===== src/rtl/fetch_pc_gen.sv =====
// rtl/fetch_pc_gen.sv - fetch-stage PC generator with boot cycle, redirect and stall capture
module fetch_pc_gen #(
    parameter int              XLEN         = 32,
    parameter int              FETCH_WIDTH  = 2,
    parameter logic [XLEN-1:0] RESET_VECTOR = '0
) (
    input  logic                   clock_i,
    input  logic                   reset_n_i,
    input  logic                   pc_we_i,
    input  logic                   redirect_i,
    input  logic [XLEN-1:0]        redirect_pc_i,
    output logic [XLEN-1:0]        pc_o,
    output logic [FETCH_WIDTH-1:0] slot_valid_o,
    output logic                   fetch_valid_o,
    output logic                   stall_o,
    output logic                   flush_o
);

    localparam int GROUP_BYTES = 4 * FETCH_WIDTH;
    localparam int OFF_W       = $clog2(GROUP_BYTES);
    localparam int SLOT_W      = (FETCH_WIDTH > 1) ? $clog2(FETCH_WIDTH) : 1;

    typedef enum logic [1:0] {
        ST_BOOT,
        ST_RUN,
        ST_HOLD
    } state_e;

    state_e                 state_q, state_d;
    logic [XLEN-1:0]        pc_q, pc_d;
    logic [FETCH_WIDTH-1:0] mask_q, mask_d;
    logic                   flush_q, flush_d;
    // Pending target kept as a word address; byte offset bits are never used.
    logic [XLEN-3:0]        pend_q, pend_d;

    logic [XLEN-3:0]        tgt_word;
    logic [XLEN-1:0]        tgt_pc;
    logic [SLOT_W-1:0]      tgt_slot;
    logic [FETCH_WIDTH-1:0] tgt_mask;
    logic                   unused_pc_lo;

    assign unused_pc_lo = ^redirect_pc_i[1:0];

    // A same-cycle redirect beats whatever was captured while stalled.
    assign tgt_word = ((state_q == ST_HOLD) && !redirect_i) ? pend_q : redirect_pc_i[XLEN-1:2];
    assign tgt_pc   = {tgt_word[XLEN-3:OFF_W-2], {OFF_W{1'b0}}};

    generate
        if (FETCH_WIDTH > 1) begin : g_slot
            assign tgt_slot = tgt_word[OFF_W-3:0];
        end else begin : g_noslot
            assign tgt_slot = '0;
        end
    endgenerate

    // Slots before the redirect target inside its group are invalid.
    always_comb begin
        tgt_mask = '0;
        for (int i = 0; i < FETCH_WIDTH; i++) begin
            tgt_mask[i] = (SLOT_W'(i) >= tgt_slot);
        end
    end

    // Next-state and next-output selection for BOOT/RUN/HOLD.
    always_comb begin
        state_d = state_q;
        pc_d    = pc_q;
        mask_d  = mask_q;
        flush_d = 1'b0;
        pend_d  = pend_q;
        case (state_q)
            ST_BOOT: begin
                state_d = ST_RUN;
            end
            ST_RUN: begin
                if (redirect_i && pc_we_i) begin
                    pc_d    = tgt_pc;
                    mask_d  = tgt_mask;
                    flush_d = 1'b1;
                end else if (redirect_i) begin
                    pend_d  = redirect_pc_i[XLEN-1:2];
                    state_d = ST_HOLD;
                end else if (pc_we_i) begin
                    pc_d   = pc_q + XLEN'(GROUP_BYTES);
                    mask_d = '1;
                end
            end
            ST_HOLD: begin
                if (redirect_i) begin
                    pend_d = redirect_pc_i[XLEN-1:2];
                end
                if (pc_we_i) begin
                    pc_d    = tgt_pc;
                    mask_d  = tgt_mask;
                    flush_d = 1'b1;
                    state_d = ST_RUN;
                end
            end
            default: begin
                state_d = ST_BOOT;
            end
        endcase
    end

    // State and output registers; reset lands in BOOT at the reset vector.
    always_ff @(posedge clock_i or negedge reset_n_i) begin
        if (!reset_n_i) begin
            state_q <= ST_BOOT;
            pc_q    <= RESET_VECTOR;
            mask_q  <= '1;
            flush_q <= 1'b0;
            pend_q  <= '0;
        end else begin
            state_q <= state_d;
            pc_q    <= pc_d;
            mask_q  <= mask_d;
            flush_q <= flush_d;
            pend_q  <= pend_d;
        end
    end

    assign pc_o          = pc_q;
    assign slot_valid_o  = mask_q;
    assign fetch_valid_o = (state_q != ST_BOOT);
    assign stall_o       = (state_q == ST_HOLD);
    assign flush_o       = flush_q;

endmodule


===== config.mk =====
export PLATFORM = sky130hd
export DESIGN_NAME = fetch_pc_gen
export DESIGN_NICKNAME = d
export VERILOG_FILES = /design/src/rtl/fetch_pc_gen.sv
export SDC_FILE = /design/constraint.sdc
export NUM_CORES = 1
export LEC_CHECK = 0
export ABC_AREA = 1
export ABC_CLOCK_PERIOD_IN_PS = 2150
export BUFFER_PORTS_ARGS = -buffer_cell sky130_fd_sc_hd__buf_2
export CAP_MARGIN = 20
export CORE_AREA = 2 2 97 99
export CTS_BUF_LIST = sky130_fd_sc_hd__clkbuf_8 sky130_fd_sc_hd__clkbuf_16
export CTS_CLUSTER_DIAMETER = 120
export DETAILED_ROUTE_END_ITERATION = 8
export DIE_AREA = 0 0 99 101
export HOLD_SLACK_MARGIN = 0.05
export PLACE_DENSITY_LB_ADDON = 0.15
export SLEW_MARGIN = 10
export SYNTH_ARGS = -nofsm -noshare
export SYNTH_HDL_FRONTEND = slang
export SYNTH_SLANG_ARGS = --single-unit

===== constraint.sdc =====
create_clock -name clock_i -period 2.15 [get_ports clock_i]
set_input_delay 0.1075 -clock clock_i [delete_from_list [all_inputs] [get_ports clock_i]]
set_output_delay 0.1075 -clock clock_i [all_outputs]
set_load 0.005 [all_outputs]

# Word level (Yosys, flattened, before mapping)
# Index checks and enable logic that the tools add are counted.
# word_totals
in_bits	36
ff_bits	67
output_inout_bits	37
# classes
n_mux	21
n_eq_ne	7
magnitude_cmp	2
n_reduce_logical	9
add_sub_neg	1
# op_table
cell	count
$mux W32	4
$mux W30	3
$pmux W32 S2	1
$pmux W30 S2	1
$add A32 B4 Y32 const B	1
$mux W2	7
$ne A2 B2 Y1 const B	3
$ne A3 B3 Y1 const B	2
$pmux W2 S3	1
$pmux W2 S2	1
$reduce_and A4 Y1	1
$reduce_bool A2 Y1	2
$reduce_and A3 Y1	1
$eq A2 B1 Y1 const B	1
$eq A2 B2 Y1 const B	1
$ge A1 B1 Y1 const A	2
$logic_and A1 B1 Y1	2
$logic_not A2 Y1	1
$mux W1	2
$pmux W1 S2	1
$reduce_and A2 Y1	1
$logic_not A1 Y1	1

# Longest topological paths before layout
# Gate-level depths: netlist of the first run.
# logic_depth
ltp_word	6
depth_mapped	11
depth_no_buf	10

# Worst setup path before layout of the first run
# OpenSTA, ideal clock, no wires.
# synth_timing
path_kind	flip-flop to flip-flop
from	register state_q[1]
to	register pend_q[13]
path_buffers	1
setup_time_ns	0.125
arrival_ns	1.430
required_ns	2.025
setup_slack_ns	0.595
path_stages_with_launch	7
cell_sequence	dfrtp_1 -> inv_1 -> ha_1 -> nand2_1 -> nand3_1 -> buf_2 -> mux2_2
# synth_between
elab_chain_len	3
elab_cells_between_ends	6
# synth_rtl
element	line	text
start, declared	29	state_e state_q, state_d;
start signal, assigned	114	state_q <= state_d;
$eq A2 B1 Y1 or $eq A2 B2 Y1 (tied branches)	71	case (state_q)
$ne A2 B2 Y1 (no source line) or $reduce_bool A2 Y1 (tied branches)	--	
$reduce_and A2 Y1 (no source line)	--	
end signal, assigned	118	pend_q <= pend_d;
end, declared	34	logic [XLEN-3:0] pend_q, pend_d;
# Several ways; a longest one is shown, not always the timed one.
# A chain may end at the register's enable or synchronous reset.

# Final worst setup path of the first run
# layout_timing
from	register state_q[0]
to	register pc_q[17] (netlist: pc_o[17])
# layout_between
elab_chain_len	5
elab_cells_between_ends	12
# layout_rtl
element	line	text
$eq A2 B2 Y1	45, 71	
$logic_and A1 B1 Y1	45	assign tgt_word = ((state_q == ST_HOLD) && !redirect_i) ? pend_q : redirect_pc_i[XLEN-1:2];
$mux W30	45	
$mux W32 (on tied branches)	92, 76	
$pmux W32 S2	71	
end signal, assigned	115	pc_q <= pc_d;
end, declared	30	logic [XLEN-1:0] pc_q, pc_d;
# Several ways; a longest one is shown, not always the timed one. The select of a mux whose other input is x is not followed.

==> impl_metrics.csv, run 1 <==
group,metric,value,unit
cts,cts_made_buffers,9,
place,portBuffers,66,
cts,clkTransAtPathRegs,70,ps
logic_synthesis,muxShareOfSynthArea,2.311,%
pwr,p_per_area,1264,nW/um^2
route,drc_errors,0,
cts,clk_path_buf_depth,2,
logic_synthesis,yosysWarningCount,0,
route,firstDrtPassIters,5,
die,die_height,101,um
die,num_rows,35,
place,dp_hpwl,7654,um
logic_synthesis,synth_compound_area_share,15.06,%
pwr,leakage,2.463,nW
global_routing,grt_pass1_wl,17750,um
die,ioPinCount,73,
finish,num_antenna_cells,0,
finish,synthToLayoutAreaGrowth,24.85,%
die,start_util,43.41,%
sta,clock.fmax,551.3,MHz
die,die-width,99,um
sta,tightest_slew,532.0,ps
logic_synthesis,synthSimpleGateAreaFrac,30.47,%
route,drt_iter0_markers,255,
cts,root_buffer,"clkbuf_8",
finish,drive_gt1_share,19.72,%
sta,finalSetupTns,0,ps
route,wirelength,10790,um
sta,setup_viol,0,
place,place_area,4354,sq um
global_routing,grt_overflow,0,
place,place.gp.congestion,0.8961,
logic_synthesis,synth_edf_count,0,
global_routing,grt_max_degree,47,
sta,period_share,84.36,%
pwr,ir_worst_vdd,760.7,uV
route,vias,3854,
critical_path,crit_chain,"inv_1 -> ha_1 -> o21ai_2 -> inv_2 -> nand2_1 -> o21ai_0 -> a21oi_1",
cts,clk_latency,360,ps
sta,rsz0062_at_grt,"false",
finish,design_area,4866,sq um
cts,htree_levels,3,
logic_synthesis,synth_top_family_by_area,"simple AND/OR/NAND/NOR gates",
logic_synthesis,async_flop_share,100.0,%
logic_synthesis,syn_inst,542,
route,wl_per_cell,14.29,um
die,core,8977,sq um
logic_synthesis,synthesis.area,3897,sq um
critical_path,slowest_stage,"dfrtp_1",
logic_synthesis,synth_xor_area_share,0.4494,%
critical_path,crit_path_max_incr_delay,380,ps
sta,clock_skew,10.02,ps
hold_path,hold_depth,3,
run,max-cap-violations,0,
critical_path,critPathMaxFanout,28,
logic_synthesis,ys_types,42,
global_routing,first_global_vias,3620,
logic_synthesis,ys.flop_type,"dfrtp_1",
global_routing,grt_usage,22.58,%
logic_synthesis,ys_ff_latch,63,
critical_path,worst_setup_path_end_kind,"register",
critical_path,critical_path_class,"reg -> reg",
route,postRouteAntennaNets,0,
sta,relSlewSlack,64.53,%
logic_synthesis,ys_seq_area_share,40.48,%
route,vias_per_cell,5.105,
cts,cts_sinks,63,
hold_path,hp-class,"in -> reg",
critical_path,worst_r2r_path_depth,7,
die,die_area,9999,sq um
finish,fillCellCount,839,
logic_synthesis,synth_adder_area_share,1.284,%
sta,fin_crit,1814,ps
finish,layout.nets,679,
sta,report.final.slew_viol_count,0,
sta,hold_viol,0,
cts,cts_tree,"built",
critical_path,critPathArrivalTime,2050,ps
outcome,status,"finished clean",
global_routing,antenna_found_initial,0,
logic_synthesis,synth.avg_cell_area,7.191,sq um
critical_path,cp.required,2390,ps
critical_path,worst_setup_path_start_kind,"register",
[cell usage after synthesis, drive strengths merged (5+ instances only)]
library cell  instances  share of area [%]
a21oi                15                1.9
a22oi                 7                1.3
a31oi                 7                1.1
buf                  18                2.7
clkbuf                6               0.83
dfrtp                62                 40
inv                  62                6.0
mux2                  8                2.3
nand2               169                 17
nand3                33                4.8
nor2                 58                6.9
o211ai                6                1.2
o21ai                61                7.8
o22ai                 5               0.80
[flip-flops by register name, indices dropped and copies added (netlist names)]
signal        cells
pend_q           30
pc_o             29
state_q           2
flush_o           1
slot_valid_o      1
[final timing paths]
check                             startpoint         endpoint  slack (ps)
max                               state_q[0]         pc_o[17]         340
min                        redirect_pc_i[17]       pend_q[15]          50
max reg2reg                       state_q[0]         pc_o[17]         340
min reg2reg                       pend_q[18]       pend_q[18]         490
max in group asynchronous          reset_n_i  slot_valid_o[0]        1200
min in group asynchronous          reset_n_i         pc_o[10]         260
[timing repair]
| item | in CTS | in global routing |
|---|---|---|
| hold buffers | 30 | 0 |
| buffers inserted | 0 | 0 |
| endpoints found under the hold margin | 50 | 0 |
| gates resized for setup | 0 | 0 |
[layout by cell type (no fill, tap or decap), types with 3 or more instances in the layout]
master,Yosys,layout
clkbuf_8,1,9
o22ai_1,5,5
o211ai_1,6,6
ha_1,4,4
nor3_1,3,3
inv_2,3,3
buf_2,13,66
conb_1,2,4
mux2_2,8,8
dfrtp_1,62,62
a22oi_1,7,7
inv_1,59,59
clkinv_2,0,4
nand3_1,30,30
dlygate4sd3_1,0,30
nand2_1,165,165
nand2_2,3,3
o21ai_0,60,60
nor2_2,5,5
a21oi_1,15,15
a31oi_1,7,7
nor2_1,49,49
nor2_4,3,3
buf_4,4,10
[cell type report]
cell class | instances | area, sq um | area share (%)
Clock buffer | 9 | 123.9 | 2.546
Timing Repair Buffer | 108 | 745.7 | 15.33
Multi-Input combinational cell | 394 | 1951 | 40.09
Sequential cell | 63 | 1578 | 32.42
Inverter | 63 | 241.5 | 4.963
Tap cell | 111 | 138.9 | 2.854
Clock inverter | 7 | 87.58 | 1.800
[cell families (layout without fill, tap and decap cells)]
family	Yosys count	after routing
xor+xnor	2	2
compound gates	105	105
mux	8	8
other cells	2	4
flops	63	63
buf+inv	87	187
simple gates	271	271
fa+ha+maj	4	4
[per-layer routing]
metal	track usage [%]	share of wire, %	vias to the layer above
met5	0	0	-
met4	8.114	1.8	0
met3	3.745	5.6	14
met2	34.51	45	122
met1	32.36	47	1786
li1	-	-	1932
[metrics by stage]
| stage | hold slack, ps | util, % | power [W] | worst slack (ps) | instances |
|---|---|---|---|---|---|
| after global placement | 112.3 | 48.50 | 0.004884 | 387.7 | 709 |
| after detailed placement | 125.3 | 48.50 | 0.004969 | 318.7 | 709 |
| after floorplan | -188.1 | - | 0.004015 | 594.9 | 544 |
| after global routing | 82.59 | 54.20 | 0.006700 | 128.0 | 755 |
| after CTS | 50.74 | 54.20 | 0.006171 | 304.8 | 755 |
| final | 51.49 | 54.20 | 0.006152 | 336.2 | 755 |
[critical path, delay by kind of cell (launching register included)]
family | cells | cell delay (ps)
buffers and inverters | 2 | 480
AOI/OAI and AO/OA | 3 | 390
adders and majority gates | 1 | 300
and+or+nand+nor | 1 | 160
DFF | 1 | 380
[power breakdown]
group          internal (W)  switching (W)
combinational       0.00111        0.00159
clock              0.000644       0.000507
sequential          0.00176       0.000539
Power figures use the tool's default switching activity.
==> run 2: changes to the inputs <==
ABC_CLOCK_PERIOD_IN_PS = 1600   (was 2150)
clock period = 1.6 ns   (was 2.15 ns; I/O delays follow)
==> impl_metrics.csv, run 2 (synthesis results as in run 1) <==
group,metric,value,unit
pwr,power.share.switching,42.69,%
critical_path,critPathArrivalTime,1850,ps
cts,clk_path_buf_depth,2,
pwr,power_frac_comb,50.7,%
pwr,p_int,0.005242,W
sta,report.final.slew_viol_count,0,
finish,final_cell_mix,"nand2_1, buf_2, dfrtp_1",
finish,synthToLayoutAreaGrowth,38.07,%
route,wirelength,11520,um
critical_path,worst_setup_path_end_kind,"register",
route,firstDrtPassIters,5,
place,dp_hpwl,8172,um
finish,drive_gt1_share,27.11,%
critical_path,reg2reg_slack,-5,ps
sta,rsz0062_at_grt,"true",
run,max-cap-violations,0,
pwr,leakage,2.701,nW
pwr,p_per_area,1700,nW/um^2
die,num_rows,35,
cts,cts_made_buffers,9,
critical_path,critPathMaxFanout,16,
route,vias_per_cell,5.069,
cts,clk_latency,360,ps
pwr,switchingPower,0.003906,W
die,core,8977,sq um
critical_path,worst_setup_path_start_kind,"register",
die,die_area,9999,sq um
global_routing,grt_overflow,0,
pwr,power,0.009148,W
outcome,violations,"setup timing",
route,drc_errors,0,
finish,largest_reg_flops,30,
global_routing,first_global_vias,3687,
finish,design_area,5381,sq um
global_routing,grt_usage,23.13,%
critical_path,cp.required,1840,ps
global_routing,grt_max_degree,31,
hold_path,hold-path-endpoint,"slot_valid_o[0]",
critical_path,reg2reg_from,"state_q[0]",
sta,setup_viol,2,
route,vias,4040,
critical_path,worst_r2r_path_depth,7,
hold_path,worstHoldStart,"redirect_i",
pwr,ir_worst_vdd,873.8,uV
sta,finalSetupTns,-6.884,ps
route,wl_per_cell,14.46,um
pwr,power_frac_clock,15.8,%
route,drt_iter0_markers,224,
place,place.gp.congestion,0.9185,
finish,layout.nets,721,
cts,htree_levels,3,
sta,hold_viol,0,
global_routing,grt_pass1_wl,18120,um
critical_path,critical_path_class,"reg -> reg",
cts,clkTransAtPathRegs,80,ps
sta,layout_setup_ws,-4.930,ps
global_routing,antenna_found_initial,0,
hold_path,hold_depth,3,
sta,clock_skew,10.14,ps
outcome,status,"finished with violations",
place,place_area,4599,sq um
die,start_util,43.41,%
sta,fin_crit,1605,ps
pwr,power_frac_seq,33.5,%
cts,root_buffer,"clkbuf_8",
finish,num_antenna_cells,0,
sta,period_share,100.3,%
route,postRouteAntennaNets,0,
cts,cts_tree,"built",
cts,cts_sinks,63,
sta,clock.fmax,623.1,MHz
die,die-width,99,um
critical_path,rr_endpoint,"pc_o[14]",
place,portBuffers,66,
finish,mostFrequentLayoutCell,"nand2_1",
hold_path,hp-class,"in -> reg",
die,die_height,101,um
finish,largest_register,"pend_q",
die,ioPinCount,73,
run 2: how the worst max path moves through the flow:
stage                             to       start
after floorplan           pend_q[13]  state_q[1]
after global placement      pc_o[14]  state_q[0]
after detailed placement    pc_o[14]  state_q[0]
after CTS                   pc_o[15]  state_q[1]
after global routing        pc_o[14]  state_q[0]
final                       pc_o[14]  state_q[0]
run 2: per-layer routing:
layer / GRT usage [%] / vias to the layer above / wire length [um] / part of all wire [%]
li1: - / 2031 / - / -
met1: 32.25 / 1878 / 5395 / 47
met2: 37.58 / 116 / 5362 / 47
met3: 2.982 / 15 / 573 / 5.0
met4: 7.271 / 0 / 193 / 1.7
met5: 0 / - / 0 / 0
run 2: power by group through the flow:
stage          Sequential (W)  Combinational, W  Clock [W]
2_1_floorplan         0.00298           0.00242          0
3_3_place_gp          0.00301           0.00404          0
3_5_place_dp          0.00303           0.00411          0
4_1_cts               0.00301           0.00436    0.00147
5_1_grt               0.00317           0.00519    0.00154
6_report              0.00307           0.00464    0.00144
run 2: what timing repair did:
| action | 4_1_cts | 5_1_grt |
|---|---|---|
| setup buffers | 3 | 12 |
| endpoints found under the hold margin | 93 | 0 |
| pin swaps | 0 | 8 |
| resized for setup | 19 | 36 |
| setup endpoints to repair | 19 | 40 |
| hold buffers | 31 | 0 |
run 2: metrics by stage:
stage / utilization (%) / setup slack, ps / hold slack [ps] / instances
after floorplan: - / 44.87 / -215.6 / 544
after global placement: 51.23 / -198.9 / 27.85 / 735
after detailed placement: 51.23 / -225.8 / 29.31 / 735
after CTS: 57.87 / -16.06 / 141.1 / 785
after global routing: 59.94 / -54.71 / 175.2 / 797
final: 59.94 / -4.930 / 151.2 / 797
run 2: layout make-up:
| type | instances | area [sq um] |
|---|---|---|
| fill | 823 | 3596 |
| multi-input combinational | 394 | 2043 |
| sequential | 63 | 1580 |
| timing repair buffer | 150 | 1172 |
| inverter | 63 | 249.0 |
| tap | 111 | 138.9 |
| clock buffer | 9 | 123.9 |
| clock inverter | 7 | 73.82 |
run 2: worst max-delay path: stages (launching register included):
cell	delay, ps
dfrtp_1	400
buf_6	130
ha_4	160
o21ai_4	260
buf_6	230
o21ai_1	140
o21ai_1	100
nand2_1	60
==> run 3: changes to the inputs <==
ABC_CLOCK_PERIOD_IN_PS = 1380   (was 1600)
clock period = 1.38 ns   (was 1.6 ns; I/O delays follow)
==> impl_metrics.csv, run 3 (synthesis results as in run 1) <==
group,metric,value,unit
outcome,violations,"setup timing",
place,place.gp.congestion,0.9023,
critical_path,critPathMaxFanout,7,
finish,final_cell_mix,"nand2_1, buf_4, buf_2",
critical_path,worst_setup_path_end_kind,"register",
finish,drive_gt1_share,39.94,%
cts,htree_levels,3,
route,vias_per_cell,5.251,
die,ioPinCount,73,
sta,rsz0062_at_grt,"true",
cts,cts_sinks,63,
place,portBuffers,66,
place,dp_hpwl,8732,um
route,vias,4395,
finish,num_antenna_cells,0,
critical_path,worst_setup_path_start_kind,"register",
sta,setup_viol,63,
cts,cts_made_buffers,9,
critical_path,critical_path_class,"reg -> reg",
global_routing,first_global_vias,4186,
global_routing,grt_max_degree,64,
sta,finalSetupTns,-8532,ps
sta,hold_ws,206.1,ps
cts,clk_latency,360,ps
critical_path,critPathArrivalTime,1860,ps
cts,clk_path_buf_depth,2,
place,dp_cells,771,
die,die_area,9999,sq um
critical_path,cp.required,1620,ps
sta,period_share,117.2,%
route,wl_met2,6759,um
die,die-width,99,um
route,wirelength_met1,5800,um
cts,clkTransAtPathRegs,70,ps
route,drc_errors,0,
cts,root_buffer,"clkbuf_8",
sta,hold_viol,0,
global_routing,grt_overflow,0,
sta,report.final.slew_viol_count,0,
finish,largest_register,"pend_q",
finish,synthToLayoutAreaGrowth,56.56,%
die,die_height,101,um
finish,layout.nets,763,
hold_path,hold_depth,3,
finish,stdcell_count,837,
global_routing,grt_usage,26.63,%
finish,mostFrequentLayoutCell,"nand2_1",
cts,cts_tree,"built",
global_routing,grt_pass1_wl,20820,um
sta,clock_skew,11.67,ps
pwr,leakage,3.037,nW
route,firstDrtPassIters,5,
route,top_layer,"met4",
route,wirelength,13620,um
global_routing,antenna_found_initial,0,
die,num_rows,35,
sta,clock.fmax,618.5,MHz
critical_path,worst_r2r_path_depth,6,
outcome,status,"finished with violations",
sta,fin_crit,1617,ps
route,postRouteAntennaNets,0,
pwr,ir_worst_vdd,1006,uV
hold_path,hp-class,"in -> reg",
run,max-cap-violations,0,
die,start_util,43.41,%
route,wl_per_cell,16.28,um
sta,layout_setup_ws,-236.8,ps
route,wl_met3,815,um
pwr,p_per_area,2085,nW/um^2
route,drt_iter0_markers,363,
die,core,8977,sq um
finish,largest_reg_flops,30,
[run 3: cell count changes in the layout (fill, tap and decap cells not counted), moves of 5 or more]
cell	change
a22oi_1	-5
nand2_4	+10
mux2_2	-8
nand2_2	+12
o21ai_1	+10
mux2_4	+8
buf_6	+6
buf_4	+32
a22oi_2	+5
nand2_1	-22
o21ai_0	-26
o21ai_2	+15
[run 3: worst max-delay path: stages, from the launching register on]
cell     delay (ps)
dfrtp_1         370
inv_2            80
buf_12          130
ha_4            270
nand3_4         170
buf_4           200
mux2_4          280
[run 3: stage by stage]
step / utilization, % / worst slack, ps / total power [W] / cell area (sq um)
global route: 67.97 / -288.3 / 0.01358 / 6102
detailed placement: 55.48 / -205.9 / 0.009161 / 4981
global placement: 55.48 / -133.2 / 0.009058 / 4981
finish: 67.97 / -236.8 / 0.01273 / 6102
CTS: 65.21 / -157.5 / 0.01187 / 5854
floorplan: - / -49.41 / 0.006659 / 4059
[run 3: where the power goes]
part / switching, W / internal, W / leakage, nW
clock: 0.000747 / 0.000824 / 0.0988
sequential: 0.000902 / 0.00276 / 0.755
combinational: 0.00377 / 0.00373 / 2.18
total: 0.00542 / 0.00731 / 3.04
[run 3: layout make-up]
type | count | area, sq um
flip-flops and latches | 63 | 1582
clock inverters | 1 | 3.754
inverters | 63 | 249.0
fillers | 713 | 2875
repair buffers | 191 | 1535
multi-input cells | 395 | 2415
clock buffers | 13 | 178.9
well taps | 111 | 138.9
[run 3: path summary, 6_finish.rpt]
| kind | from | end | slack (ps) |
|---|---|---|---|
| worst max-delay path | state_q[0] | pend_q[13] | -240 |
| max in group asynchronous | reset_n_i | slot_valid_o[0] | 800 |
| worst max register to register | state_q[0] | pend_q[13] | -240 |
| min in group asynchronous | reset_n_i | pc_o[11] | 240 |
| worst min-delay path | redirect_i | pend_q[27] | 210 |
| worst min register to register | pend_q[20] | pend_q[20] | 500 |
[run 3: routing by layer]
metal  GRT usage (%)  vias up
li1                -     2110
met1           36.58     2094
met2           43.56      167
met3           3.121       24
met4           9.589        0
met5               0        -
[run 3: timing repair]
item | in CTS | in global routing
cloned | 3 | 1
pin swaps | 4 | 13
gates resized for setup | 83 | 73
hold buffers | 31 | 0
endpoints found under the setup margin | 63 | 64
hold endpoints to repair | 95 | 0
buffers inserted | 11 | 11
